`src/rtl/otter_ctrl_fsm.sv`:
```
// otter_ctrl_fsm: multicycle control sequencer for the OTTER core.
// Steps each instruction through FETCH -> EXEC (-> WB for loads), waits on
// mem_rdy for memory reads, flags unsupported opcodes and counts retirements.
// Strobes are decoded combinationally from the current state, opcode and
// mem_rdy so the datapath sees them in the same cycle; state, illegal and
// instret are flops.

module otter_ctrl_fsm #(
    parameter int unsigned INIT_CYCLES = 2
) (
    input  logic        clk,
    input  logic        rst,
    input  logic [6:0]  opcode,
    input  logic        mem_rdy,
    output logic        reset,
    output logic        pc_we,
    output logic        rf_we,
    output logic        mem_we,
    output logic        mem_re1,
    output logic        mem_re2,
    output logic [1:0]  state,
    output logic        illegal,
    output logic [31:0] instret
);

    localparam int unsigned CNT_W   = 8;
    localparam int unsigned STATE_W = 2;
    localparam int unsigned XLEN    = 32;
    localparam int unsigned KIND_W  = 3;

    // RV32I base opcodes handled by this core
    localparam logic [6:0] OP_LUI    = 7'h37;
    localparam logic [6:0] OP_AUIPC  = 7'h17;
    localparam logic [6:0] OP_JAL    = 7'h6F;
    localparam logic [6:0] OP_JALR   = 7'h67;
    localparam logic [6:0] OP_BRANCH = 7'h63;
    localparam logic [6:0] OP_LOAD   = 7'h03;
    localparam logic [6:0] OP_STORE  = 7'h23;
    localparam logic [6:0] OP_IMM    = 7'h13;
    localparam logic [6:0] OP_REG    = 7'h33;

    // Debug-visible state encoding
    localparam logic [STATE_W-1:0] ST_INIT  = 2'd0;
    localparam logic [STATE_W-1:0] ST_FETCH = 2'd1;
    localparam logic [STATE_W-1:0] ST_EXEC  = 2'd2;
    localparam logic [STATE_W-1:0] ST_WB    = 2'd3;

    // Instruction classes as seen by the sequencer
    localparam logic [KIND_W-1:0] K_REGWR = 3'd0;  // writes PC and RF
    localparam logic [KIND_W-1:0] K_BR    = 3'd1;  // writes PC only
    localparam logic [KIND_W-1:0] K_ST    = 3'd2;  // memory write + PC
    localparam logic [KIND_W-1:0] K_LD    = 3'd3;  // memory read, needs WB
    localparam logic [KIND_W-1:0] K_ILL   = 3'd4;  // unsupported, skipped

    // Last value of the init counter before leaving INIT
    localparam logic [CNT_W-1:0] INIT_LAST = CNT_W'(INIT_CYCLES - 1);

    logic [STATE_W-1:0] state_q,    state_d;
    logic [CNT_W-1:0]   init_cnt_q, init_cnt_d;
    logic               illegal_q,  illegal_d;
    logic [XLEN-1:0]    instret_q,  instret_d;
    logic [KIND_W-1:0]  kind;
    logic               retire;

    // Classify the opcode into the handful of behaviours the sequencer cares about
    always_comb begin
        kind = K_ILL;
        case (opcode)
            OP_REG, OP_IMM, OP_LUI, OP_AUIPC, OP_JAL, OP_JALR: kind = K_REGWR;
            OP_BRANCH:                                         kind = K_BR;
            OP_STORE:                                          kind = K_ST;
            OP_LOAD:                                           kind = K_LD;
            default:                                           kind = K_ILL;
        endcase
    end

    // Next-state, bookkeeping and strobe decode
    always_comb begin
        state_d    = state_q;
        init_cnt_d = init_cnt_q;
        illegal_d  = illegal_q;
        retire     = 1'b0;
        reset      = 1'b0;
        pc_we      = 1'b0;
        rf_we      = 1'b0;
        mem_we     = 1'b0;
        mem_re1    = 1'b0;
        mem_re2    = 1'b0;

        case (state_q)
            ST_INIT: begin
                reset = 1'b1;
                if (init_cnt_q == INIT_LAST) begin
                    state_d    = ST_FETCH;
                    init_cnt_d = '0;
                end else begin
                    init_cnt_d = init_cnt_q + CNT_W'(1);
                end
            end

            ST_FETCH: begin
                // Instruction read held until memory answers
                mem_re1 = 1'b1;
                if (mem_rdy) begin
                    state_d = ST_EXEC;
                end
            end

            ST_EXEC: begin
                state_d = ST_FETCH;
                case (kind)
                    K_REGWR: begin
                        pc_we  = 1'b1;
                        rf_we  = 1'b1;
                        retire = 1'b1;
                    end
                    K_BR: begin
                        pc_we  = 1'b1;
                        retire = 1'b1;
                    end
                    K_ST: begin
                        mem_we = 1'b1;
                        pc_we  = 1'b1;
                        retire = 1'b1;
                    end
                    K_LD: begin
                        mem_re2 = 1'b1;
                        state_d = ST_WB;
                    end
                    default: begin
                        // Skip over the unsupported instruction and remember it
                        pc_we     = 1'b1;
                        illegal_d = 1'b1;
                    end
                endcase
            end

            ST_WB: begin
                // Data read held until memory answers, then commit the load
                mem_re2 = 1'b1;
                if (mem_rdy) begin
                    rf_we   = 1'b1;
                    pc_we   = 1'b1;
                    retire  = 1'b1;
                    state_d = ST_FETCH;
                end
            end

            default: begin
                state_d = ST_INIT;
            end
        endcase

        instret_d = instret_q + XLEN'(retire);
    end

    // State and status registers
    always_ff @(posedge clk or negedge rst) begin
        if (!rst) begin
            state_q    <= ST_INIT;
            init_cnt_q <= '0;
            illegal_q  <= 1'b0;
            instret_q  <= '0;
        end else begin
            state_q    <= state_d;
            init_cnt_q <= init_cnt_d;
            illegal_q  <= illegal_d;
            instret_q  <= instret_d;
        end
    end

    assign state   = state_q;
    assign illegal = illegal_q;
    assign instret = instret_q;

endmodule

```
`config.mk`:
```
export PLATFORM = sky130hd
export DESIGN_NAME = otter_ctrl_fsm
export DESIGN_NICKNAME = d
export VERILOG_FILES = /design/src/rtl/otter_ctrl_fsm.sv
export SDC_FILE = /design/constraint.sdc
export NUM_CORES = 1
export LEC_CHECK = 0
export CAP_MARGIN = 20
export CORE_MARGIN = 3
export CORE_UTILIZATION = 52
export DETAILED_ROUTE_END_ITERATION = 8
export GPL_ROUTABILITY_DRIVEN = 0
export PLACE_DENSITY = 0.9
export SYNTH_ARGS = -nofsm -noshare
export SYNTH_HDL_FRONTEND = slang
export SYNTH_SLANG_ARGS = --single-unit
```
`constraint.sdc`:
```
create_clock -name clk -period 4.7 [get_ports clk]
set_input_delay 0.47 -clock clk [delete_from_list [all_inputs] [get_ports clk]]
set_output_delay 0.47 -clock clk [all_outputs]
set_load 0.03 [all_outputs]
```
==> flow_summary.json, run 1 <==
{
  "status": "completed",
  "worst_relative_slew_slack": 0.374,
  "synth_commonest_cells": "dfrtp_1 (43), xnor2_1 (19), xor2_1 (16)",
  "post-synth-top-area-fraction": 0.494,
  "crit_path_max_cell_delay_ns": 0.54,
  "numCtsBuffers": 5,
  "critPathRequiredTime_ns": 4.91,
  "cts.sink_count": 43,
  "path_clk_slew_ns": 0.08,
  "hold_path_class": "in -> async",
  "globalRouteTotalUtil": 0.202,
  "clock-skew-final_ns": 0.00774,
  "final-setup-viol-count": 0,
  "dp_hpwl_um": 3480,
  "antenna-diode-count": 0,
  "ys.warnings.count": 0,
  "numPlacedInstances": 297,
  "synth_sequential_area_ratio": 0.494,
  "synth_fa_ha_area_frac": 0.0517,
  "cp_num_buf_inv": 1,
  "finalMaxSlewViolations": 0,
  "synth.area.mux_share": 0.0138,
  "drc": 0,
  "clock_path_buffers": 2,
  "critical_path_arrival_ns": 3.52,
  "crit_path_max_fanout": 5,
  "peakVddDrop_uv": 284,
  "yosys_most_used_dff": "dfrtp_1",
  "synth_top_cell_by_area": "dfrtp_1",
  "layout_worst_path_cycle_share": 0.704,
  "worst_path_most_repeated_cell": "a21oi_1",
  "critPathSlowestCell": "or4_4",
  "rows": 22,
  "synth_enable_flop_cells": 0,
  "antenna_left": 0,
  "grt_start_max_net_pins": 44,
  "worst-setup-path-type": "in -> reg",
  "power_w": 0.00107,
  "n_fill_cell": 267,
  "die_height_um": 70.7,
  "synth_area_leaders": "dfrtp_1 (49%), xnor2_1 (7.6%), xor2_1 (6.4%), ha_1 (5.2%), nand4_1 (2.9%)",
  "cts.hold.buffers_added": 0,
  "detailroute.via_count": 1730,
  "mappedNetlistNets": 220,
  "end_kind": "register",
  "postSynth.asyncResetShare": 1.00,
  "worst_skew_pair.late_latency_ns": 0.29,
  "timing.critical_path.from_type": "input port",
  "floorplan.die_area_um2": 5000,
  "p_leak_nw": 1.24,
  "cp_top_family": "simple AND/OR/NAND/NOR gates",
  "grt_first_pass_wirelength_um": 8120,
  "area_of_the_mapped_netlist_um2": 2180,
  "fmaxAchievable_mhz": 302,
  "hold-worst-slack_ns": 0.308,
  "path_cells": "clkdlybuf4s50_1, or3b_2, a21oi_1, a21oi_1, o21ai_0, ha_1, nand2_1, or4_4, nor4_2, xor2_1",
  "area_growth_syn_to_layout_pct": 29.0,
  "yosys.area_share.xor_xnor": 0.141,
  "final_period_minus_worst_setup_slack_ns": 3.31,
  "drt_iter0_markers": 151,
  "final_cell_count_no_fill": 305,
  "synth_area_per_cell_um2": 10.8,
  "core_region_area_um2": 3850,
  "synth_register_bits": 43,
  "rsz0062_at_grt": "no",
  "clock_tree_from_tritoncts": "yes",
  "ratio_of_cells_with_drive_above_1_in_the_final_layout": 0.0739,
  "cap_viol_max_count": 0,
  "wl_per_cell_um": 15.7,
  "dr.pass1.iters": 4,
  "syn-instance-count": 201,
  "cts_root_buf": "clkbuf_8",
  "synth_compound_gate_area_share": 0.0482,
  "synth_top_family_by_area": "simple AND/OR/NAND/NOR gates",
  "die-width_um": 70.7,
  "route.final.wire_length_um": 4790,
  "grt_total_ovfl": 0,
  "setup_tns_ns": 0,
  "vias_per_cell": 5.67,
  "boundaryPins": 51,
  "synth.most_common_cell": "dfrtp_1",
  "synth-simple-area-share": 0.231,
  "number_of_port_buffers": 50,
  "post_cts_resized": 0,
  "preCtsSetupSlack_ns": 1.17,
  "grt_pass1_vias": 1761,
  "worstMarginPinSlew_ns": 0.940,
  "ctsHtreeMaxLevel": 2,
  "grt_antenna_before_repair": 0,
  "initial_core_utilization": 0.566,
  "final_nets": 275,
  "timing.final.hold_violations": 0,
  "yosys.cell_types.count": 39,
  "cellPowerDensity_nw_per_um2": 381,
  "setup_slack_ns": 1.39,
  "postCtsSetupRepairBufs": 0
}
## worst paths after layout
kind	to	startpoint	depth (start not counted)	slack (ns)
worst min-delay path	init_cnt_q[4]$_DFFE_PN0P_	rst	1	0.31
min in group clk	init_cnt_q[7]$_DFFE_PN0P_	init_cnt_q[7]$_DFFE_PN0P_	1	0.49
worst max register to register	instret[27]$_DFF_PN0_	state[0]$_DFFE_PN0P_	9	1.97
worst min register to register	init_cnt_q[7]$_DFFE_PN0P_	init_cnt_q[7]$_DFFE_PN0P_	1	0.49
worst max-delay path	instret[27]$_DFF_PN0_	opcode[4]	10	1.39
max in group asynchronous	instret[3]$_DFF_PN0_	rst	1	3.80
## per-layer routing
| metal | share of wire | track usage |
|---|---|---|
| met5 | 0 | 0 |
| met4 | 0.023 | 0.0919 |
| met3 | 0.037 | 0.0412 |
| met2 | 0.49 | 0.315 |
| met1 | 0.45 | 0.271 |
## sequential cells by signal, summed over array words and instances, names as in the netlist
register,cells
init_cnt_q,8
instret,32
illegal,1
state,2
## per-stage QoR
stage,util,instance area (um^2)
floorplan,-,2180
global placement,0.707,2730
detailed placement,0.707,2730
CTS,0.730,2810
global route,0.730,2810
finish,0.730,2810
## cell usage in the layout, fill, tap and decap left out, drive strengths merged
cell type / netlist / final
clkdlybuf4s50: 0 / 49
dfrtp: 43 / 43
xnor2: 19 / 19
xor2: 16 / 16
nand2: 14 / 14
nand4: 12 / 12
nand3: 11 / 11
nor2: 11 / 11
inv: 10 / 10
ha: 9 / 9
nor4: 9 / 9
nor3: 8 / 8
o21ai: 7 / 7
clkbuf: 1 / 6
and4: 4 / 4
mux2i: 3 / 3
or2: 2 / 2
and2: 2 / 2
and3: 2 / 2
a21oi: 2 / 2
or4b: 2 / 2
or4: 2 / 2
or3b: 2 / 2
or3: 1 / 1
nand4b: 1 / 1
nor2b: 1 / 1
o41ai: 1 / 1
o21bai: 1 / 1
nor3b: 1 / 1
a21o: 1 / 1
o21a: 1 / 1
o22ai: 1 / 1
clkinvlp: 0 / 1
clkinv: 0 / 1
buf: 1 / 1
## worst reg2reg max path, stage by stage (launching register included)
cell and delay [ns]:
dfrtp_1 0.44, inv_1 0.13, ha_1 0.24, inv_1 0.07, o21ai_0 0.26, ha_1 0.28, nand2_1 0.14, or4_4 0.54
nor4_2 0.35, xor2_1 0.19
## cell type report
class | instances | area, um^2 | share of cell area
inverter | 10 | 37.5 | 0.0134
tap | 48 | 60.1 | 0.0214
clock inverter | 2 | 12.5 | 0.00445
clock buffer | 6 | 72.6 | 0.0258
timing repair buffer | 50 | 495 | 0.176
multi-input combinational | 146 | 1060 | 0.376
sequential | 43 | 1080 | 0.383
## cell families (layout without fill, tap and decap cells)
| kind of cell | Yosys count | after routing |
|---|---|---|
| buf+inv | 12 | 68 |
| flops | 43 | 43 |
| xor+xnor | 35 | 35 |
| mux | 3 | 3 |
| compound gates | 14 | 14 |
| fa+ha+maj | 9 | 9 |
| simple gates | 85 | 85 |
## report_power, final
part / leakage, nW / total (W) / switching [W] / internal, W
logic: 0.637 / 0.000365 / 0.000207 / 0.000158
registers: 0.564 / 0.000478 / 0.0000634 / 0.000415
clock network: 0.0412 / 0.000227 / 0.000123 / 0.000104
total: 1.24 / 0.00107 / 0.000394 / 0.000677
No activity file was read; power rests on OpenSTA's default activity.
==> inputs of run 2 (changes only) <==
- CORE_UTILIZATION: 52 -> 45
- PLACE_DENSITY: 0.9 -> 0.83
- clock period: 4.7 -> 2.7 ns (I/O delays scaled with it)
==> run 2 against run 1 <==
Compared with the run above:
- highest routed layer unchanged
- count of clock-buffer cells in the layout decreased by 1
- global-route usage fell by 1.7 points
- worst setup slack got worse by 1.3 ns
- die area increased by 14%
- core utilization shrank 6.1 points
- first-iteration DRC count is 30% lower
- cell area rose by 7.0%
- register-to-register slack lost 1.7 ns
- cell count grew 7.9%
- largest cell class is now multi-input combinational cells
- sequential power rose by 74%
- via count is 3.8% higher
- power increased by 85%
==> flow_summary.json, run 2 (synthesis results as in run 1) <==
{
  "p_leak_nw": 1.38,
  "cts_root_buf": "clkbuf_8",
  "clock-skew-final_ns": 0.0126,
  "wl_per_cell_um": 14.4,
  "p_clk_frac": 0.251,
  "final_period_minus_worst_setup_slack_ns": 2.62,
  "switching_share": 0.353,
  "number_of_port_buffers": 50,
  "grt_antenna_before_repair": 0,
  "core_region_area_um2": 4500,
  "layout_worst_path_cycle_share": 0.970,
  "worst-setup-path-type": "in -> reg",
  "status": "completed",
  "final_nets": 295,
  "fmaxAchievable_mhz": 382,
  "path_clk_slew_ns": 0.09,
  "final_cell_area_um2": 3010,
  "most_frequent_cells_in_the_layout": "clkdlybuf4s50_1 (46), dfrtp_1 (43), buf_4 (22)",
  "grt_pass1_vias": 1752,
  "pwr-share-comb": 0.331,
  "worstMarginPinSlew_ns": 0.946,
  "timing.final.hold_violations": 0,
  "critPathLaunch": "opcode[4]",
  "antenna-diode-count": 0,
  "end_kind": "register",
  "ctsHtreeMaxLevel": 2,
  "worst_r2r_path_depth": 9,
  "cellPowerDensity_nw_per_um2": 659,
  "boundaryPins": 51,
  "cts.sink_count": 43,
  "detailroute.via_count": 1796,
  "cap_viol_max_count": 0,
  "rows": 24,
  "grt_start_max_net_pins": 44,
  "r2r_setup_slack_ns": 0.27,
  "die_height_um": 75.6,
  "antenna_left": 0,
  "sequentialPowerShare": 0.419,
  "grt_first_pass_wirelength_um": 8040,
  "worst_skew_pair.late_latency_ns": 0.30,
  "crit-reg2reg-capture": "instret[31]$_DFF_PN0_",
  "die-width_um": 75.6,
  "largest_reg_flops": 32,
  "route.final.wire_length_um": 4730,
  "critical_path_arrival_ns": 2.85,
  "peakVddDrop_uv": 410,
  "initial_core_utilization": 0.484,
  "grt_total_ovfl": 0,
  "hold_path_class": "in -> async",
  "area_growth_syn_to_layout_pct": 38.1,
  "critPathRequiredTime_ns": 2.93,
  "post_dp_cell_area_um2": 2820,
  "clock_tree_from_tritoncts": "yes",
  "worstReg2RegStart": "state[0]$_DFFE_PN0P_",
  "drc": 0,
  "ratio_of_cells_with_drive_above_1_in_the_final_layout": 0.162,
  "numCtsBuffers": 5,
  "globalRouteTotalUtil": 0.184,
  "vias_per_cell": 5.46,
  "dp_hpwl_um": 3420,
  "drt_iter0_markers": 105,
  "netSwitchingPower_w": 0.000700,
  "final-setup-viol-count": 0,
  "timing.critical_path.from_type": "input port",
  "clock_path_buffers": 2,
  "worst_relative_slew_slack": 0.369,
  "floorplan.die_area_um2": 5710,
  "final_common_cell": "clkdlybuf4s50_1",
  "power.internal_w": 0.00128,
  "dr.pass1.iters": 4,
  "finalMaxSlewViolations": 0,
  "crit_path_max_fanout": 3,
  "setup_tns_ns": 0,
  "rsz0062_at_grt": "yes"
}
## run 2: stage by stage
stage | instances | utilization | hold WS, ns | worst slack (ns) | power, W
final | 329 | 0.668 | 0.115 | 0.0816 | 0.00198
after detailed placement | 314 | 0.627 | 0.461 | -0.446 | 0.00149
after floorplan | 201 | - | -0.0256 | 0.180 | 0.00123
after CTS | 329 | 0.667 | 0.143 | 0.0198 | 0.00200
after global placement | 314 | 0.627 | 0.457 | -0.337 | 0.00147
after global routing | 329 | 0.668 | 0.181 | -0.0677 | 0.00210
## run 2: cell type report
class	count	area [um^2]
fillers	350	1500
multi-input cells	146	1080
flip-flops and latches	43	1080
repair buffers	70	639
clock buffers	5	68.8
well taps	52	65.1
clock inverters	3	43.8
inverters	10	37.5
## run 2: timing repair
item,in CTS,in global routing
hold buffers,0,0
pin swaps,6,4
cloned,0,0
setup buffers,7,0
gates resized for setup,6,2
endpoints found under the setup margin,11,16
## run 2: critical path, stage by stage
cell	delay [ns]
clkdlybuf4s50_1	0.47
or3b_4	0.37
a21oi_2	0.17
a21oi_1	0.09
o21ai_2	0.19
ha_2	0.21
nand2_1	0.07
or4_4	0.53
nor4_2	0.29
xor2_1	0.17
## run 2: routing by layer
metal / routed length, um / track usage
met3: 163 / 0.0449
met4: 108 / 0.0660
met5: 0 / 0
met2: 2350 / 0.307
met1: 2100 / 0.235
## run 2: power groups by stage
stage	registers [W]	clock network, W	logic (W)
2_1_floorplan	0.000908	0	0.000325
3_3_place_gp	0.000839	0	0.000626
3_5_place_dp	0.000842	0	0.000646
4_1_cts	0.000830	0.000508	0.000658
5_1_grt	0.000844	0.000540	0.000712
6_report	0.000831	0.000497	0.000656
## run 2: how the worst max path moves through the flow
| stage | cells past startpoint | endpoint | slack (ns) |
|---|---|---|---|
| after floorplan | 9 | instret[27]$_DFF_PN0_ | 0.18 |
| after global placement | 10 | instret[27]$_DFF_PN0_ | -0.34 |
| after detailed placement | 10 | instret[31]$_DFF_PN0_ | -0.45 |
| after CTS | 10 | instret[27]$_DFF_PN0_ | 0.02 |
| after global routing | 10 | instret[26]$_DFF_PN0_ | -0.07 |
| final | 10 | instret[31]$_DFF_PN0_ | 0.08 |
